### config.mk
export PLATFORM = sky130hd
export DESIGN_NAME = dual_rail_tx
export DESIGN_NICKNAME = d
export VERILOG_FILES = /design/src/rtl/dual_rail_tx.sv
export SDC_FILE = /design/constraint.sdc
export NUM_CORES = 1
export LEC_CHECK = 0
export BUFFER_PORTS_ARGS = -buffer_cell sky130_fd_sc_hd__buf_2
export CAP_MARGIN = 5
export CORE_MARGIN = 2
export CORE_UTILIZATION = 58
export DETAILED_ROUTE_END_ITERATION = 7
export PLACE_DENSITY = 0.81
export SYNTH_ARGS = -nofsm -noshare
export SYNTH_HDL_FRONTEND = slang
export SYNTH_SLANG_ARGS = --single-unit
### constraint.sdc
create_clock -name clk -period 4.2 [get_ports clk]
set_input_delay 0.42 -clock clk [delete_from_list [all_inputs] [get_ports clk]]
set_output_delay 0.42 -clock clk [all_outputs]
set_load 0.005 [all_outputs]
### src/rtl/dual_rail_tx.sv
// dual_rail_tx
//   Clocked single-rail to dual-rail (1-of-2 per bit) transmitter running the
//   4-phase return-to-zero protocol: DATA, wait ack high, SPACER, wait ack low.
//
// Ports
//   clk       system clock, rising edge
//   rst_n     asynchronous active-low reset; drops dr_out to spacer at once
//   in_data   single-rail word to send
//   in_valid  in_data valid
//   in_ready  block can accept a word (registered)
//   dr_out    dual-rail codeword, bit i -> {dr_out[2i+1] true, dr_out[2i] false}
//   ack       completion from the receiver (asynchronous, synchronized here)
//   done      one-cycle pulse when a full 4-phase cycle completes
//   err       sticky timeout flag
//   err_clr   synchronous clear of err
//   dbgState  current FSM state, for observation only
//
// Handshake: a word transfers on a rising clk edge where in_valid and
// in_ready are both high; in_valid/in_data are ignored on every other edge,
// and in_ready never depends combinationally on in_valid.

module dual_rail_tx #(
   parameter int WIDTH       = 2,
   parameter int SYNC_STAGES = 2,
   parameter int SPACER_MIN  = 1,
   parameter int TIMEOUT     = 255
) (
   input  logic                 clk,
   input  logic                 rst_n,
   input  logic [WIDTH-1:0]     in_data,
   input  logic                 in_valid,
   output logic                 in_ready,
   output logic [2*WIDTH-1:0]   dr_out,
   input  logic                 ack,
   output logic                 done,
   output logic                 err,
   input  logic                 err_clr,
   output logic [1:0]           dbgState
);

   localparam int WAIT_W = $clog2(TIMEOUT + 1);
   localparam int SP_W   = $clog2(SPACER_MIN + 1);
   localparam logic [WAIT_W-1:0] WAIT_MAX = WAIT_W'(TIMEOUT);
   localparam logic [SP_W-1:0]   SP_MAX   = SP_W'(SPACER_MIN);

   localparam logic [1:0] IDLE   = 2'd0;
   localparam logic [1:0] DATA   = 2'd1;
   localparam logic [1:0] SPACER = 2'd2;

   logic [SYNC_STAGES-1:0] ackSync;
   logic                   ackS;
   logic [1:0]             state, stateNext;
   logic [2*WIDTH-1:0]     drNext;
   logic [SP_W-1:0]        spCnt, spNext;
   logic [WAIT_W-1:0]      waitCnt, waitNext, waitInc;
   logic                   readyNext, doneNext, errNext;
   logic                   errReach, errHold;

   assign ackS     = ackSync[SYNC_STAGES-1];
   assign dbgState = state;
   assign waitInc  = (waitCnt == WAIT_MAX) ? waitCnt : waitCnt + WAIT_W'(1);

   function automatic logic [2*WIDTH-1:0] encode(input logic [WIDTH-1:0] d);
      logic [2*WIDTH-1:0] r;
      r = '0;
      for (int i = 0; i < WIDTH; i++) begin
         r[2*i+1] = d[i];
         r[2*i]   = ~d[i];
      end
      return r;
   endfunction

   always_comb begin
      stateNext = state;
      drNext    = dr_out;
      spNext    = spCnt;
      waitNext  = waitCnt;
      doneNext  = 1'b0;
      case (state)
         IDLE: begin
            waitNext = '0;
            if (in_valid && in_ready) begin
               stateNext = DATA;
               drNext    = encode(in_data);
            end
         end
         DATA: begin
            if (ackS) begin
               stateNext = SPACER;
               drNext    = '0;
               spNext    = SP_W'(1);
               waitNext  = '0;
            end else begin
               waitNext = waitInc;
            end
         end
         SPACER: begin
            if (!ackS && (spCnt >= SP_MAX)) begin
               stateNext = IDLE;
               doneNext  = 1'b1;
               waitNext  = '0;
            end else begin
               if (spCnt < SP_MAX) spNext = spCnt + SP_W'(1);
               // ack already low but spacer not yet held long enough is
               // not a wait on the receiver, so the counter holds
               if (ackS) waitNext = waitInc;
            end
         end
         default: begin
            stateNext = IDLE;
            drNext    = '0;
         end
      endcase

      // in_ready stays low while the receiver still reports a wavefront,
      // so a receiver not yet back at null never sees fresh data
      readyNext = (stateNext == IDLE) && !ackS;

      // Reaching the limit sets err even against err_clr; once saturated
      // the flag re-asserts on the cycle after a clear while still waiting.
      errReach = (waitNext == WAIT_MAX) && (waitCnt != WAIT_MAX);
      errHold  = (waitNext == WAIT_MAX);
      errNext  = errReach | (!err_clr & (err | errHold));
   end

   always_ff @(posedge clk or negedge rst_n) begin
      if (!rst_n) begin
         ackSync  <= '0;
         state    <= IDLE;
         dr_out   <= '0;
         spCnt    <= '0;
         waitCnt  <= '0;
         in_ready <= 1'b0;
         done     <= 1'b0;
         err      <= 1'b0;
      end else begin
         ackSync  <= {ackSync[SYNC_STAGES-2:0], ack};
         state    <= stateNext;
         dr_out   <= drNext;
         spCnt    <= spNext;
         waitCnt  <= waitNext;
         in_ready <= readyNext;
         done     <= doneNext;
         err      <= errNext;
      end
   end

endmodule

Yosys cells after proc, flatten, opt, wreduce, memory -nomap -nowiden. Index checks and enable logic that the tools add are counted.

Reductions and logical operators: 11. Add/sub/neg operators: 2. Order comparisons: 2. Eq/ne operators: 9. Multiplexer cells: 18. Bitwise logic cells: 6.

Operators with widths (number): 2-to-1 mux 8 bit (4); case mux 8 bit (3 select lines) (1); equality test 8 bit (second input constant) (2); case mux 4 bit (3 select lines) (1); adder 8 x 1 -> 8 bit (second input constant) (1); 2-to-1 mux 4 bit (2); inequality test 2 bit (second input constant) (4); inequality test 8 bit (second input constant) (1); 2-to-1 mux 2 bit (3); case mux 2 bit (3 select lines) (1); 2-to-1 mux 1 bit (5); logical AND 1 bit (4); zero test 2 bit (2); AND reduction 4 bit (1); inverter 1 bit (3); AND reduction 3 bit (1); equality test 2 x 1 -> 1 bit (second input constant) (1); equality test 2 bit (second input constant) (1); zero test 1 bit (2); bitwise OR 1 bit (2); case mux 1 bit (2 select lines) (1); nonzero test 2 bit (1); adder 1 bit (second input constant) (1); AND 1 bit (1); other kinds (2) (2).

Logic and storage cells: 56. Register bits after elaboration: 20.

Logic depth before layout (Yosys ltp). Gate-level depths: netlist of run 1.

Depth after elaboration: 9. Depth in mapped cells: 7.

Worst setup path after synthesis of run 1. OpenSTA, ideal clock, no wires.

Path kind: flip-flop to flip-flop. Start: register waitCnt[0]. End: register err. Arrival: 1799 ps. Library setup time: 120 ps. Period minus slack after synthesis: 1920 ps. Stages on the path, launching flop included: 8. Path slack: 2280 ps. Cells stage by stage: dfrtp_1 > ha_1 > and4_4 > and4_4 > or3_1 > a21oi_1 > a311o_1 > a41o_1.

Cells in the longest elaborated chain, start to end: 9. Elaborated cells on any way between the ends: 13.

RTL lines: start: declaration (line 55) `logic [WAIT_W-1:0] waitCnt, waitNext, waitInc;`; start signal: assignment (line 141) `waitCnt <= waitNext;`; adder 8 x 1 -> 8 bit or equality test 8 bit (tied branches) (line 61) `assign waitInc = (waitCnt == WAIT_MAX) ? waitCnt : waitCnt + WAIT_W'(1);`; 2-to-1 mux 8 bit (line 61); 2-to-1 mux 8 bit (line 106) `if (ackS) waitNext = waitInc;`; 2-to-1 mux 8 bit (line 98) `if (!ackS && (spCnt >= SP_MAX)) begin`; case mux 8 bit (3 select lines) * (line 79) `case (state)`; via waitNext[0] (line 55); equality test 8 bit * (line 121, 122); bitwise OR 1 bit (line 123) `errNext = errReach | (!err_clr & (err | errHold));`; AND 1 bit (line 123); bitwise OR 1 bit * (line 123); via errNext (line 56) `logic readyNext, doneNext, errNext;`; end signal: assignment (line 144) `err <= errNext;`; end: declaration (line 36) `output logic err,`.

The timed path passes the listed nets; every way through them passes the cells marked *. A chain may end at the register's enable or synchronous reset.

Worst setup path after layout of run 1. Same ends and word-level chain as after synthesis.

==> results summary, run 1 <==
The final-report max-slew violation count is 0. The final-report setup violation count came out at 0. The total clock sinks came out at 20. The power density of the placed cells came out at 501 nW/um2. The detailed router finished its first iteration with 33 violations. Of the cells placed in the final design, the portion with a size suffix greater than 1 is 22.4%. In this design, the critical path's most frequently occurring cell is and4_4. During placement, the flow inserted port buffers numbering 15. The total setup buffers inserted after CTS came out at 0. Leaving out fill and tap cells, the most frequent cell in the layout is dfrtp_1. The final layout contains 134 nets. Summing the sequential cell areas from Yosys gives 47.4% of the chip area. The portion of synthesized cell area occupied by the leading cell type is 47.4%. The CTS tree is done. The count of fill cells added during filler insertion came out at 154. The fmax is between 400 and 500 MHz. The share of flip-flops with an asynchronous set or reset came out at 100%. The cell area after synthesis came out at ~1100 um2. The top-level I/O count is 16. The number of hold buffers added after cts is 0. The actual slew at the worst max-slew pin is 0.548 ns. The count of antenna-violating nets left after detailed routing came out at 0. The area of the multi-input gates came out at 529 um2. The biggest area contributor in the post-synthesis netlist is dfrtp_1. The number of synthesized register bits came out at 20. The count of cells in the finished layout, fillers not included, comes to 150. The pin count of the biggest net entering global routing came out at 21. Walking the worst path, the cells encountered are ha_1, and4_4, and4_4, or3_1, a21oi_1, a311o_1, a41o_1. The worst pin sits at a relative slew slack of between 60% and 70%.

The later pin in the worst-skew pair is clocked with a latency of 0.31 ns. The number of placement rows is 15. The post-placement cell area is 1140 um2. The number of library cell types mapped by synthesis is 43. The run finished with clean final reports. The worst vdd rail ir drop is roughly 0.40 mV. The total count of hold-check failures in the final report came to 0. Global routing consumed, over all layers together, between 20% and 30% of the routing resources. The net count after synthesis is 118. Setup slack closes at about 2 ns. Among all flip-flop cells after synthesis, the most frequent one is dfrtp_1. The floorplan step defined a die boundary enclosing 2180 um2.

The number of remaining DRC errors came out at 0. The via count of the first global-routing pass is 862. The root buffer cell chosen for the clock tree is clkbuf_4. The placeable core area came out at 1730 um2. Max-cap violations in this run came to 0.

The setup skew after layout came out at 0.00594 ns. Ranked by total cell area, the synthesized netlist is headed by dfrtp_1 (47%), nand2_1 (5.0%), a21oi_1 (4.7%). Yosys mapped a number of flops with a built-in enable equal to 0. The number of cells in the design after placement came out at 146.

In this run the worst hold path is classified as in2async. The period utilization came out at 51.1%. The library cell contributing the largest single delay on the critical path is dfrtp_1.

The overall via count from detail_route came out at roughly 930. The starting utilization of the core area is 61.1%. The required time of the critical path came out at 4.41 ns. Counting I/O delays and the setup requirement, the final critical path takes 2.15 ns. The residual overflow from global routing is 0. STA classifies the critical path startpoint as a flip-flop.

The number of synthesis warnings came out at 0. Counting along the longest clock path gives a buffer depth of 2. The placer's final routability congestion estimate came out at 0.896. The reg2reg setup slack came out at 2.05 ns.

The setup path with the least slack is of type reg2reg. The height of the die is 46.6 um. The pre-antenna-repair detailed-routing pass consisted of 4 iterations.

The depth of the CTS H-tree is 1. Data on the critical path arrives at its endpoint at ~2.4 ns. The wire length of the first global-routing pass came out at 3970 um.

In the layout the commonest cells are dfrtp_1 (20), buf_2 (15), nand2_1 (14). The number of antenna cells inserted came out at 0. The setup TNS came out at 0 ns. The peak fanout along the critical path is 8.

Counting the buffers created by CTS gives 3. Synthesis handed over a netlist of 110 instances. Summed over all cells, the static leakage comes to just under 0.6 nW. The estimated wirelength of the detail-placed design came out at 1760 um. The delay contributed by the slowest stage of the critical path came out at 0.49 ns.

The total length of routed wires is between 2000 and 2500 um. The sequential cells in the finished layout cover a total of 500 um2. The post-cts gate resize count is 0. STA classifies the critical path endpoint as a flip-flop. The initial antenna violation count came out at 0. The ratio of routed vias to standard cells is 6.19.

The average detailed-routed wire length per instance is 15.4 um. The average instance in the mapped netlist occupies about 9.6 um2. The post-route cell area is approximately 1200 um2. The width of the die is 46.6 um.

Prior to clock tree synthesis, the placed netlist has a worst setup slack of 2.11 ns. The area growth from synthesis to final layout came out at 13.4%. The CTS clock-pin slew for the worst setup and hold paths came out at around 0.11 ns. Setup repair after global routing left no endpoint under its margin.
-- worst paths after layout --
| check | from | end | cells past startpoint |
|---|---|---|---|
| min | rst_n | waitCnt[7] | 1 |
| min reg2reg | ackSync[0] | ackSync[1] | 0 |
| max in group asynchronous | rst_n | dr_out[2] | 1 |
| min in group clk | ack | ackSync[0] | 1 |
| max | waitCnt[0] | err | 7 |
| max reg2reg | waitCnt[0] | err | 7 |
-- where the power goes --
group          switching [mW]  internal, mW  leakage (nW)
registers              0.0495         0.225         0.262
clock network          0.0607        0.0966        0.0279
logic                  0.0924        0.0754         0.291
total                   0.203         0.397         0.580
-- stage by stage --
stage,hold WS [ns],utilization [%],total power [mW]
after global routing,0.0611,69.3,0.639
after global placement,0.339,66.2,0.434
after CTS,0.0455,69.3,0.601
after floorplan,0.124,-,0.382
after detailed placement,0.344,66.2,0.444
final,0.0295,69.3,0.600
-- cell families (layout without fill, tap and decap cells) --
logic type,Yosys count,count (layout),share of synthesized area [%]
adder cells (fa/ha/maj),1,1,1.19
AND/OR/NAND/NOR,45,45,22.9
flip-flops,20,20,47.4
buffers and inverters,6,21,2.37
AO/OA/AOI/OAI,38,38,26.1
-- worst max-delay path: cells and delay by family, from the launching register on --
family	cells	cell delay, ns
AOI/OAI and AO/OA	3	0.63
adders and majority gates	1	0.28
DFF	1	0.49
and+or+nand+nor	3	0.63
-- routing by layer --
layer	track usage, %	part of all wire [%]
met1	37.3	43
met2	38.6	46
met5	0	0
met3	9.41	8.8
met4	10.0	2.0
-- synthesized netlist by cell type, types with 2 or more instances --
library cell	count
o21ai_0	3
nand2b_1	2
o41ai_1	3
a21o_1	2
and4_4	2
nor2_1	10
a21oi_1	10
nand2_1	14
dfrtp_1	20
buf_2	2
and2_1	2
o21bai_1	2
and3_1	2
nand3_1	2
o22a_1	2
nor2b_1	2
a31oi_1	4
-- state kept, by name, indices dropped and copies added, names as in the netlist --
name and flops:
ackSync 2, dbgState 2, dr_out 4, in_ready 1, done 1, spCnt 1
waitCnt 8, err 1
-- cell type report --
cell class	instances	area share (%)
clock inverters	1	2.51
flip-flops and latches	20	41.8
well taps	25	2.62
multi-input cells	84	44.2
inverters	2	0.628
repair buffers	15	6.28
clock buffers	3	1.88
(Power assumes the default switching activity.)
==> run 2: changes to the inputs <==
Settings changed: CORE_UTILIZATION 58 to 49, PLACE_DENSITY 0.81 to 0.73.
Clock period 4.2 ns to 1.75 ns, I/O delays scaled along.
==> results summary, run 2 (same netlist as run 1, synthesis figures left out) <==
The hold path depth came out at 2. The via count of the first global-routing pass came out at 908 (was 862). The total clock sinks came out at 20 (unchanged).

The start-to-end type of the worst setup path was reg2reg (unchanged). Critical path cell sequence: ha_2, and4_4, and4_4, or3_4, a21oi_2, a311o_1, a41o_1 (was ha_1, and4_4, and4_4, or3_1, a21oi_1, a311o_1, a41o_1). The pin count of the biggest net entering global routing came to 21 (unchanged).

The placeable core area was 2000 um2 (was 1730 um2). The sort of element at the start of the critical path is a flip-flop (unchanged). The maximum clock path buffer count came out at 2 (unchanged). The share of layout cells above drive strength 1 was 35.4% (was 22.4%). The height of the die came to 50.4 um (was 46.6 um). The floorplan die area is 2540 um2 (was 2180 um2). The least setup slack across all paths after layout came to -0.121 ns (was 2.05 ns). The period utilization is 107% (was 51.1%).

The ratio of routed vias to standard cells came out at 5.87 (was 6.19). The worst slack at placement came out at -0.0804 ns (was 2.11 ns). The global routing met2 resource utilization is 34.6% (was 38.6%). The clock latency reported for the late side of the worst-skew pair came out at 0.31 ns (about the same). The required time of the critical path is 1.96 ns (was 4.41 ns). The count of buffers from port buffering was 15 (unchanged). The number of flip-flops in the largest register is 8 (unchanged). The post-placement cell area came out at 1250 um2 (was 1140 um2). Leading cell types in the layout, fill and taps excluded: dfrtp_1 (20), buf_4 (17), buf_2 (15) (was dfrtp_1 (20), buf_2 (15), nand2_1 (14)). The relative contribution of the clock network to total power is 24.4% (was 26.2%).

RSZ-0062 raised after global routing: yes (was no). The CTS clock-pin slew for the worst setup and hold paths was 0.11 ns (about the same). The number of standard cells in the layout, taps in and fillers out was 171 (was 150). The width of the die came out at 50.4 um (was 46.6 um).

The number of max-cap violations came out at 0 (unchanged). The register with the most flip-flops was waitCnt (unchanged). The share of total power in combinational logic came out at 37.3% (was 28.0%).

The peak-usage layer in the global routing report was met2 (unchanged). The number of antenna cells inserted came out at 0 (unchanged). The most common library cell in the layout ignoring fill and taps was dfrtp_1 (unchanged). The wire length of the first global-routing pass came out at 4150 um (was 3970 um).

The post-route cell area is 1400 um2 (was 1200 um2). The category of the worst setup path capture point is a flip-flop (unchanged). The family with the most delay on the worst path was simple AND/OR/NAND/NOR gates (unchanged). The estimated wirelength of the detail-placed design came out at 1760 um (about the same).

The shortest period the worst path allows was 1.87 ns (was 2.15 ns). The global routing met1 resource utilization is 30.2% (was 37.3%). The library cell contributing the largest single delay on the critical path was dfrtp_1 (unchanged). The total count of hold-check failures in the final report came out at 0 (unchanged). The number of optimization iterations in the first detailed-route pass is 4 (unchanged).

The count of fill cells added during filler insertion came out at 144 (was 154). The residual overflow from global routing came out at 0 (unchanged). The initial antenna violation count was 0 (unchanged). The internal power component is 1.05 mW (was 0.397 mW). The switching fraction of total power is 32.5% (was 33.8%).

The combined flip-flop and latch cell area was 500 um2 (unchanged). The count of antenna-violating nets left after detailed routing was 0 (unchanged). The remaining max-slew budget at the tightest pin came out at 69.6% (was 63.4%). The met3 demand-to-capacity share in global routing is 3.57% (was 9.41%).

The worst min-delay path category is in2reg (was in2async). The instance count on the critical path came to 7 (unchanged). The actual slew at the worst max-slew pin is 0.456 ns (was 0.548 ns). The most prevalent standard cell on the critical path is and4_4 (unchanged).

The cell at the root of the clock tree is clkbuf_4 (unchanged). The area growth from synthesis to final layout is 32.9% (was 13.4%). The CTS tree is done (unchanged). The worst vdd rail ir drop is 0.833 mV (was 0.399 mV).

The initial DRC count came to 27 (was 33). Top Registers: waitCnt x8, dr_out x4 (unchanged). The final-report max-slew violation count came to 0 (unchanged). The number of remaining DRC errors is 0 (unchanged). The total length of routed wires was 2480 um (was 2300 um). The logic depth of the worst register-to-register path came out at 7 (unchanged). The final-report setup violation count was 1 (was 0). The top-level I/O count was 16 (unchanged). The average detailed-routed wire length per instance is 14.5 um (was 15.4 um). The fraction of power consumed by sequential logic came out at 38.3% (was 45.8%).

The worst hold slack across all endpoints came out at 0.0507 ns (was 0.0295 ns). The delay contributed by the slowest stage of the critical path is 0.38 ns (was 0.49 ns). The starting utilization of the core area came to 52.7% (was 61.1%). The depth of the CTS H-tree came out at 1 (unchanged). The peak fanout along the critical path came out at 5 (was 8). The area of the multi-input gates is 584 um2 (was 529 um2). The fmax came out at 534 MHz (was 466 MHz).

The number of buffers inserted during clock tree synthesis came out at 3 (unchanged). Outcome: complete, but fails checks (was finished, final reports clean). The combined global-route utilization of all metal layers is 21.9% (was 26.8%). The final net count was 153 (was 134). The static leakage power is 0.684 nW (was 0.580 nW).

The setup skew after layout is 0.000765 ns (was 0.00594 ns). The final reports fail on setup timing. The setup TNS is -0.121 ns (was 0 ns). The overall via count from detail_route came to 1004 (was 929).

The arrival time at the worst endpoint is 2.08 ns (was 2.36 ns). The power dissipated by switching net loads is 0.505 mW (was 0.203 mW). The number of cells in the design after placement came out at 161 (was 146). The number of placement rows was 16 (was 15).

The count of buffer and inverter cells on the critical path was 0 (unchanged). The power density of the placed cells came to 1110 nW/um2 (was 501 nW/um2). The placer's final routability congestion estimate came out at 0.904 (was 0.896).
==> run 2: final timing paths <==
kind,from,end,slack (ns)
setup / recovery,waitCnt[0],err,-0.12
min in group asynchronous,rst_n,spCnt,0.32
hold reg to reg,ackSync[0],ackSync[1],0.36
max in group asynchronous,rst_n,err,1.13
setup reg to reg,waitCnt[0],err,-0.12
hold / removal,in_data[0],dr_out[0],0.05
==> run 2: power by group through the flow <==
stage          Clock, mW  Sequential, mW  Combinational, mW
6_report           0.379           0.596              0.579
5_1_grt            0.413           0.612              0.648
4_1_cts            0.385           0.595              0.546
3_5_place_dp           0           0.606              0.537
3_3_place_gp           0           0.598              0.531
2_1_floorplan          0           0.610              0.307
==> run 2: timing repair <==
item | in CTS | in global routing
setup buffers | 2 | 2
pin swaps | 2 | 8
resized for setup | 3 | 5
endpoints found under the setup margin | 1 | 1
hold endpoints to repair | 21 | 0
hold buffers | 2 | 0
==> run 2: routing by layer <==
| layer | vias up | wire (um) |
|---|---|---|
| met2 | 40 | 1190 |
| met1 | 473 | 1100 |
| met4 | 0 | 40 |
| met5 | - | 0 |
| li1 | 486 | - |
| met3 | 5 | 151 |
==> run 2: cell type report <==
type                       instances  share of cell area (%)
inverter                           2                   0.536
clock inverter                     1                    2.14
timing repair buffer              34                    15.9
tap                               27                    2.41
sequential                        20                    35.7
clock buffer                       3                    1.61
multi-input combinational         84                    41.7
==> run 2: worst register-to-register path: stages (launching register included) <==
cell	delay, ns
dfrtp_1	0.38
ha_2	0.19
and4_4	0.24
and4_4	0.27
or3_4	0.13
a21oi_2	0.04
a311o_1	0.33
a41o_1	0.19
==> run 2: stage by stage <==
| step | total power, mW | utilization [%] |
|---|---|---|
| 2_1_floorplan | 0.918 | - |
| 3_3_place_gp | 1.13 | 62.3 |
| 3_5_place_dp | 1.14 | 62.3 |
| 4_1_cts | 1.53 | 67.6 |
| 5_1_grt | 1.67 | 70.0 |
| 6_report | 1.55 | 70.0 |
==> run 3: changes to the inputs <==
Settings changed: CORE_UTILIZATION 49 to 60, CTS_BUF_LIST from default to sky130_fd_sc_hd__clkbuf_4, PLACE_DENSITY 0.73 to 0.83.
Clock period 1.75 ns to 2.2 ns, I/O delays scaled along.
==> results summary, run 3 (same netlist as run 1, synthesis figures left out) <==
The logic depth of the worst register-to-register path came to 7 (unchanged). The count of buffers from port buffering came out at 15 (unchanged). The hold path depth came out at 2 (unchanged). The fmax came out at 495 MHz (was 534 MHz). The post-route cell area is 1240 um2 (was 1400 um2). RSZ-0062 raised after global routing: no (was yes). The number of cells in the design after placement is 142 (was 161). The number of antenna cells inserted is 0 (unchanged).

The width of the die came out at 45.9 um (was 50.4 um). The post-placement cell area came out at 1160 um2 (was 1250 um2). The CTS tree is done (unchanged).

The starting utilization of the core area was 62.4% (was 52.7%). The final net count came out at 140 (was 153). The worst vdd rail ir drop came out at 0.693 mV (was 0.833 mV).

The arrival time at the worst endpoint is 2.24 ns (was 2.08 ns). The number of hold buffers added after cts is 2 (unchanged). The via count of the first global-routing pass came to 874 (was 908). The post-cts gate resize count came out at 0 (was 3).

The cell at the root of the clock tree is clkbuf_4 (unchanged). The clock latency reported for the late side of the worst-skew pair came out at 0.31 ns (about the same). The total power draw is 1.19 mW (was 1.55 mW). The total count of hold-check failures in the final report was 0 (unchanged). The worst slack at placement came out at 0.195 ns (was -0.0804 ns).

The number of flip-flops in the largest register came to 8 (unchanged). The internal power component is 0.795 mW (was 1.05 mW). The least setup slack across all paths after layout is 0.179 ns (was -0.121 ns). The final-report max-slew violation count came out at 0 (unchanged). The fraction of power consumed by sequential logic is 39.6% (was 38.3%). The CTS clock-pin slew for the worst setup and hold paths was 0.12 ns (was 0.11 ns). The number of optimization iterations in the first detailed-route pass came out at 4 (unchanged). The number of remaining DRC errors came to 0 (unchanged). The register with the most flip-flops is waitCnt (unchanged). The top-level I/O count came out at 16 (unchanged).

The total setup buffers inserted after CTS is 0 (was 2). The combined flip-flop and latch cell area came to 500 um2 (unchanged). The static leakage power is 0.609 nW (was 0.684 nW).

Leading cell types in the layout, fill and taps excluded: dfrtp_1 (20), buf_2 (15), nand2_1 (14) (was dfrtp_1 (20), buf_4 (17), buf_2 (15)). The height of the die is 45.9 um (was 50.4 um). The residual overflow from global routing was 0 (unchanged).

The combined global-route utilization of all metal layers is 25.9% (was 21.9%). The switching fraction of total power came out at 33.2% (was 32.5%). The area growth from synthesis to final layout is 17.2% (was 32.9%). The relative contribution of the clock network to total power came out at 25.4% (was 24.4%).

The number of placement rows is 15 (was 16). The depth of the CTS H-tree came to 1 (unchanged). The ratio of routed vias to standard cells is 6.35 (was 5.87). The share of total power in combinational logic is 35.0% (was 37.3%).

The count of fill cells added during filler insertion came to 124 (was 144). The actual slew at the worst max-slew pin is 0.428 ns (was 0.456 ns). The worst hold slack across all endpoints came to 0.0942 ns (was 0.0507 ns). The share of layout cells above drive strength 1 came out at 24.4% (was 35.4%). The remaining max-slew budget at the tightest pin came to 71.4% (was 69.6%). The wire length of the first global-routing pass came out at 3860 um (was 4150 um). The power density of the placed cells came out at 963 nW/um2 (was 1110 nW/um2). The startpoint of the worst register-to-register path is waitCnt[1] (was waitCnt[0]). The share of the core filled with cells came out at 73.2% (was 70.0%). The floorplan die area is 2110 um2 (was 2540 um2). The initial antenna violation count is 0 (unchanged). The final-report setup violation count was 0 (was 1). The timing startpoint of the critical path is waitCnt[1] (was waitCnt[0]).

The estimated wirelength of the detail-placed design was 1710 um (was 1760 um). Top Registers: waitCnt x8, dr_out x4 (unchanged). Outcome: finished, final reports clean (was complete, but fails checks).

The required time of the critical path is 2.42 ns (was 1.96 ns). The average detailed-routed wire length per instance is 15.9 um (was 14.5 um). The category of the worst setup path capture point is a flip-flop (unchanged). The power dissipated by switching net loads is 0.396 mW (was 0.505 mW). The shortest period the worst path allows was 2.02 ns (was 1.87 ns). The number of max-cap violations was 0 (unchanged). The setup TNS was 0 ns (was -0.121 ns).

The total length of routed wires is 2350 um (was 2480 um). The placer's final routability congestion estimate was 0.959 (was 0.904). The most common library cell in the layout ignoring fill and taps is dfrtp_1 (unchanged). The start point of the worst min-delay path is in_data[0] (unchanged).

The area of the multi-input gates came to 529 um2 (was 584 um2). The number of buffers inserted during clock tree synthesis came out at 3 (unchanged). The count of antenna-violating nets left after detailed routing is 0 (unchanged). The setup skew after layout came to 0.00754 ns (was 0.000765 ns). The pin count of the biggest net entering global routing is 21 (unchanged). The worst min-delay path category was in2reg (unchanged). The initial DRC count is 40 (was 27).

The start-to-end type of the worst setup path is reg2reg (unchanged). The peak fanout along the critical path came out at 5 (unchanged). The placeable core area is 1690 um2 (was 2000 um2). The sort of element at the start of the critical path was a flip-flop (unchanged).

The overall via count from detail_route came out at 940 (was 1004). The period utilization is 91.9% (was 107%). The total clock sinks came out at 20 (unchanged). The number of standard cells in the layout, taps in and fillers out is 148 (was 171). The maximum clock path buffer count came to 2 (unchanged).
==> run 3: final timing paths <==
check                                    to  slack [ns]
max in group asynchronous        waitCnt[2]        1.54
min in group asynchronous       dbgState[0]        0.36
worst max-delay path                    err        0.18
worst min register to register   ackSync[1]        0.38
worst min-delay path              dr_out[0]        0.09
worst max register to register          err        0.18
==> run 3: cell type report <==
cell class                 instances  area share, %
clock buffer                       3           1.82
sequential                        20           40.5
timing repair buffer              21           10.1
tap                               17           1.72
inverter                           2          0.607
clock inverter                     1           2.43
multi-input combinational         84           42.8
==> run 3: power groups by stage <==
stage,clock (mW),combinational [mW],sequential [mW]
6_report,0.302,0.416,0.472
5_1_grt,0.325,0.460,0.483
4_1_cts,0.308,0.415,0.472
3_5_place_dp,0,0.410,0.480
3_3_place_gp,0,0.398,0.475
2_1_floorplan,0,0.244,0.485
==> run 3: routing by layer <==
metal  track usage, %  vias to the layer above  wire length (um)
met2             40.6                       37              1140
met1             36.0                      446              1060
li1                 -                      454                 -
met4             8.00                        0                23
met5                0                        -                 0
met3             5.16                        3               128
==> run 3: worst max-delay path: stages, from the launching register on <==
cell	delay, ns
dfrtp_1	0.41
ha_1	0.25
and4_4	0.26
and4_4	0.27
or3_1	0.11
a21oi_1	0.06
a311o_1	0.35
a41o_1	0.23
